<file path="config.mk">
export PLATFORM = sky130hd
export DESIGN_NAME = check_p_clock
export DESIGN_NICKNAME = d
export VERILOG_FILES = /design/src/rtl/check_p_clock.sv
export SDC_FILE = /design/constraint.sdc
export NUM_CORES = 1
export LEC_CHECK = 0
export CAP_MARGIN = 15
export CORE_MARGIN = 4
export CORE_UTILIZATION = 45
export CTS_BUF_LIST = sky130_fd_sc_hd__clkbuf_4 sky130_fd_sc_hd__clkbuf_8
export CTS_CLUSTER_SIZE = 16
export DETAILED_ROUTE_END_ITERATION = 10
export PLACE_DENSITY = 0.74
export SYNTH_ARGS = -nofsm -noshare
export SYNTH_HDL_FRONTEND = slang
export SYNTH_SLANG_ARGS = --single-unit
export TNS_END_PERCENT = 20
</file>
<file path="constraint.sdc">
create_clock -name clock -period 2.3 [get_ports clock]
set_input_delay 0.46 -clock clock [delete_from_list [all_inputs] [get_ports clock]]
set_output_delay 0.46 -clock clock [all_outputs]
set_load 0.01 [all_outputs]
</file>
<file path="src/rtl/check_p_clock.sv">
// check_p_clock: decides whether two observed clocks carry the same waveform.
// Both clocks are treated as data and sampled in the local `clock` domain.
// After reset the checker waits SETTLE cycles, then measures for WINDOW cycles.
// It then latches a sticky done/same verdict that holds until the next reset.
`timescale 1ns/1ps

module check_p_clock #(
    parameter int SETTLE = 16,
    parameter int WINDOW = 256,
    parameter int TOL    = 0
) (
    input  logic clock,
    input  logic rst_n,
    input  logic aclk,
    input  logic bclk,
    output logic done,
    output logic same
);

    localparam int CW = $clog2(SETTLE + WINDOW + 1);
    localparam int EW = $clog2(WINDOW + 1);

    localparam logic [CW-1:0] SETTLE_LAST = CW'(SETTLE - 1);
    localparam logic [CW-1:0] WINDOW_LAST = CW'(WINDOW - 1);
    // Clamp the tolerance to the counter range so the compare never truncates.
    localparam logic [EW-1:0] TOL_CAP = (TOL >= (2 ** EW) - 1) ? {EW{1'b1}} : EW'(TOL);

    typedef enum logic [1:0] {
        ST_SETTLE,
        ST_MEASURE,
        ST_DONE
    } state_t;

    state_t        state_q, state_d;
    logic [CW-1:0] cnt_q, cnt_d;
    logic [EW-1:0] mis_q, mis_d;
    logic [EW-1:0] edge_a_q, edge_a_d;
    logic [EW-1:0] edge_b_q, edge_b_d;
    logic          done_d, same_d;

    logic a_meta, b_meta;
    logic sa, sb;
    logic pa, pb;
    logic rise_a, rise_b;

    // Two-flop synchronizers plus a previous-value stage, identical on both paths.
    always_ff @(posedge clock or negedge rst_n) begin
        if (!rst_n) begin
            a_meta <= 1'b0;
            b_meta <= 1'b0;
            sa     <= 1'b0;
            sb     <= 1'b0;
            pa     <= 1'b0;
            pb     <= 1'b0;
        end else begin
            // NOTE: non-blocking so each stage takes the pre-edge value of the one before;
            // blocking assignments would collapse the chain into a single flop.
            a_meta <= aclk;
            b_meta <= bclk;
            sa     <= a_meta;
            sb     <= b_meta;
            pa     <= sa;
            pb     <= sb;
        end
    end

    assign rise_a = sa & ~pa;
    assign rise_b = sb & ~pb;

    // State, counters and the registered verdict.
    always_ff @(posedge clock or negedge rst_n) begin
        if (!rst_n) begin
            state_q  <= ST_SETTLE;
            cnt_q    <= '0;
            mis_q    <= '0;
            edge_a_q <= '0;
            edge_b_q <= '0;
            done     <= 1'b0;
            same     <= 1'b0;
        end else begin
            state_q  <= state_d;
            cnt_q    <= cnt_d;
            mis_q    <= mis_d;
            edge_a_q <= edge_a_d;
            edge_b_q <= edge_b_d;
            done     <= done_d;
            same     <= same_d;
        end
    end

    // Next-state logic: settle, measure, then freeze everything in DONE.
    always_comb begin
        // NOTE: every output gets a hold default first, so no path leaves one unassigned (no latches).
        state_d  = state_q;
        cnt_d    = cnt_q;
        mis_d    = mis_q;
        edge_a_d = edge_a_q;
        edge_b_d = edge_b_q;
        done_d   = done;
        same_d   = same;
        case (state_q)
            ST_SETTLE: begin
                if (cnt_q == SETTLE_LAST) begin
                    state_d = ST_MEASURE;
                    cnt_d   = '0;
                end else begin
                    cnt_d = cnt_q + CW'(1);
                end
            end
            ST_MEASURE: begin
                cnt_d = cnt_q + CW'(1);
                if ((sa != sb) && (mis_q != {EW{1'b1}})) mis_d = mis_q + EW'(1);
                if (rise_a) edge_a_d = edge_a_q + EW'(1);
                if (rise_b) edge_b_d = edge_b_q + EW'(1);
                if (cnt_q == WINDOW_LAST) begin
                    // The verdict includes this final cycle's updates.
                    state_d = ST_DONE;
                    done_d  = 1'b1;
                    same_d  = (mis_d <= TOL_CAP) && (edge_a_d == edge_b_d) && (edge_a_d != '0);
                end
            end
            default: begin
                // DONE: counters and outputs hold until reset.
            end
        endcase
    end

endmodule

</file>
==> metrics.csv <==
stage,metric,value,unit
outcome,status,finished clean,
grt,grt_pass1_wl,9060,um
finish,fin_util,52.2,%
worst_setup_path,timing.rr.start,mis_q[0],
grt,antenna_found_initial,0,
flow_run,cap_violations,0,
timing,relSlewSlack,62.0,%
routing,firstDrtPassIters,4,
timing,fmax,0.454,GHz
floorplanning,rows,27,
worst_setup_path,cp.arrival,2430,ps
timing,rsz0062_at_grt,true,
clocking,clock_latency,300,ps
yosys,syn-num-nets,276,
floorplanning,initial_core_util,47.2,%
timing,finalCriticalPeriod,2200,ps
worst_setup_path,crit_family,simple AND/OR/NAND/NOR gates,
power_and_ir_drop,p_clk_share,20.3,%
clocking,clockBufferDepth,2,
clocking,htreeDepth,2,
routing,met3_wirelength,190,um
yosys,yosys_most_used_dff,dfrtp_1,
power_and_ir_drop,p_sw_share,35.2,%
finish,antenna_cells,0,
worst_setup_path,max_stage_delay,390,ps
routing,routed-wl-met2,2520,um
routing,met1Wirelength,2480,um
clocking,clk_pin_slew,90,ps
routing,wire_per_inst,14.9,um
routing,route.vias.total,1930,
routing,drc,0,
grt,grt_pass1_vias,1878,
power_and_ir_drop,switchingPower,0.925,mW
worst_setup_path,crit_fanout,5,
power_and_ir_drop,pwr-share-comb,37.1,%
routing,ant_nets,0,
yosys,syn_area,2650,um2
yosys,async_flop_share,100,%
finish,nNetsFinal,288,
floorplanning,die_h,84.7,um
yosys,synth_top_cell_area_share,43.5,%
place,port_buffers,5,
yosys,synthTopCellsByArea,"dfrtp_1 43%, xnor2_1 6.9%, xor2_1 6.9%",
clocking,cts_sinks,46,
timing,setup_violations,0,
worst_setup_path,r2r-end,same,
worst_setup_path,cp_slowest_cell,dfrtp_1,
yosys,ys_types,48,
floorplanning,fp.dieW,84.7,um
power_and_ir_drop,seqPwrFrac,42.6,%
timing,whs,235,ps
routing,top_layer,met4,
yosys,ys_seq_area_share,43.5,%
power_and_ir_drop,peakVddDrop,475,uV
grt,grt_use_total,15.7,%
routing,routed_via_density,5.50,
worst_setup_path,ff2ff_path_depth,9,
place,dp.cells,343,
timing,final.setup.tns,0,ps
clocking,cts_tree,built,
timing,fin_crit_sh,95.8,%
finish,drive_gt1_share,13.6,%
routing,routed_wl,5240,um
worst_setup_path,startpoint_type,flop,
worst_setup_path,r2r_slack,100,ps
yosys,synth_common_cells,"46 x dfrtp_1, 25 x nand2_1, 21 x xnor2_1, 21 x xor2_1, 19 x nor2_1",
floorplanning,die_area,7170,um2
worst_setup_path,cp.required,2520,ps
yosys,ys_ff_latch,46,
worst_setup_path,worst_setup_path_end_kind,flop,
routing,drt_iter0_drc,96,
worst_setup_path,path_buf_inv,0,
timing,finalClockSkew,3.10,ps
worst_setup_path,cp_cell_sequence,"ha_2, and3_1, and3_1, ha_2, or2_4, mux2i_1, nor4b_4, nand4_1, o31ai_2",
floorplanning,io_pins,6,
yosys,yosysTopAreaCell,dfrtp_1,
yosys,yosysMostFrequentCell,dfrtp_1,
clocking,cts_root_buf,clkbuf_8,
grt,grt_max_degree,47,
power_and_ir_drop,powerDensity,898,nW/um2
grt,grt-ovfl-total,0,
clocking,cts_buffers,5,
floorplanning,core-area,5610,um2
yosys,synth-edff-count,0,
worst_setup_path,worstSetupPathType,reg -> reg,
power_and_ir_drop,power.leakage,1.33,nW
timing,worst_pin_slew,570,ps
finish,instances_no_fill,351,
power_and_ir_drop,p_int,1.70,mW
yosys,yosysWarnings,0,
timing,finalHoldViolations,0,
timing,final_max_slew_viol_count,0,
finish,area_growth,10.5,%
yosys,synth_cells,266,
worst_hold_path,hp-class,in -> async,
place,place.gp.congestion,0.963,
yosys,avgSynthCellArea,9.95,um2
place,hpwl,3680,um
==> worst max-delay path by stage <==
stage | start | endpoint | slack (ps) | cells past startpoint
after CTS | mis_q[0] | same | 20 | 9
after floorplan | mis_q[0] | same | 3 | 10
after detailed placement | mis_q[1] | same | 30 | 9
final | mis_q[0] | same | 100 | 9
after global routing | mis_q[1] | same | -40 | 9
after global placement | mis_q[0] | same | 90 | 9
==> cell families (layout without fill, tap and decap cells) <==
group	after synthesis	count (layout)	share of synthesized area, %
and+or+nand+nor	123	123	25.0
xor gates and xnor gates	46	46	17.3
DFF	46	46	43.5
AOI/OAI and AO/OA	25	25	6.80
buffers and inverters	15	28	2.60
adders and majority gates	6	6	2.84
muxes	5	5	1.98
==> metal layers <==
metal  global-route usage (%)  vias to the layer above
li1                         -                      955
met1                     21.9                      935
met2                     24.1                       34
met3                     4.32                        6
met4                     4.03                        0
met5                        0                        -
==> metrics by stage <==
step / instance area, um2 / power, mW / setup WS, ps
3_5_place_dp: 2820 / 2.08 / 31.1
3_3_place_gp: 2820 / 2.07 / 88.0
2_1_floorplan: 2650 / 1.81 / 3.28
6_report: 2930 / 2.63 / 96.2
4_1_cts: 2920 / 2.63 / 19.5
5_1_grt: 2930 / 2.81 / -36.6
==> what timing repair did <==
item	CTS	global route
buffers inserted	0	0
setup endpoints to repair	0	1
hold buffers	0	0
endpoints found under the hold margin	0	0
gates resized for setup	0	3
==> registers in the layout, summed over array words and instances, names as in the netlist <==
name,count
cnt_q,9
edge_a_q,9
edge_b_q,9
mis_q,9
state_q,2
a_meta,1
b_meta,1
done,1
pa,1
pb,1
sa,1
same,1
sb,1
==> layout make-up <==
| cell class | count | area [um2] |
|---|---|---|
| flip-flops and latches | 46 | 1150 |
| repair buffers | 18 | 143 |
| well taps | 72 | 90.1 |
| multi-input cells | 205 | 1440 |
| inverters | 2 | 7.51 |
| fillers | 525 | 2680 |
| clock inverters | 1 | 5.00 |
| clock buffers | 7 | 90.1 |
==> worst reg2reg max path: cells and delay by family, from the launching register on <==
family / cells / cell delay [ps]
AO/OA/AOI/OAI: 1 / 180
adder cells (fa/ha/maj): 2 / 380
flip-flops: 1 / 390
multiplexers: 1 / 160
AND/OR/NAND/NOR: 5 / 1030
==> power groups by stage <==
stage	Clock, mW	Combinational, mW	Sequential (mW)
after floorplan	0	0.729	1.08
after global placement	0	0.941	1.13
after detailed placement	0	0.948	1.13
after CTS	0.555	0.962	1.12
after global routing	0.594	1.08	1.14
final	0.534	0.975	1.12
==> cells in the final DEF (no fill, tap or decap), types with 4 or more instances in the layout <==
| cell type | instances |
|---|---|
| a21oi_1 | 4 |
| xnor2_1 | 21 |
| dfrtp_1 | 46 |
| nor3_1 | 18 |
| and3_1 | 4 |
| nand4_1 | 7 |
| clkdlybuf4s50_1 | 4 |
| or3_1 | 4 |
| xor2_1 | 21 |
| nand3_1 | 17 |
| nand2b_1 | 5 |
| ha_1 | 4 |
| nor4_1 | 6 |
| o21ai_0 | 7 |
| nor2_1 | 19 |
| nand2_1 | 25 |
| clkbuf_8 | 6 |
| buf_4 | 13 |
Power figures use the tool's default switching activity.
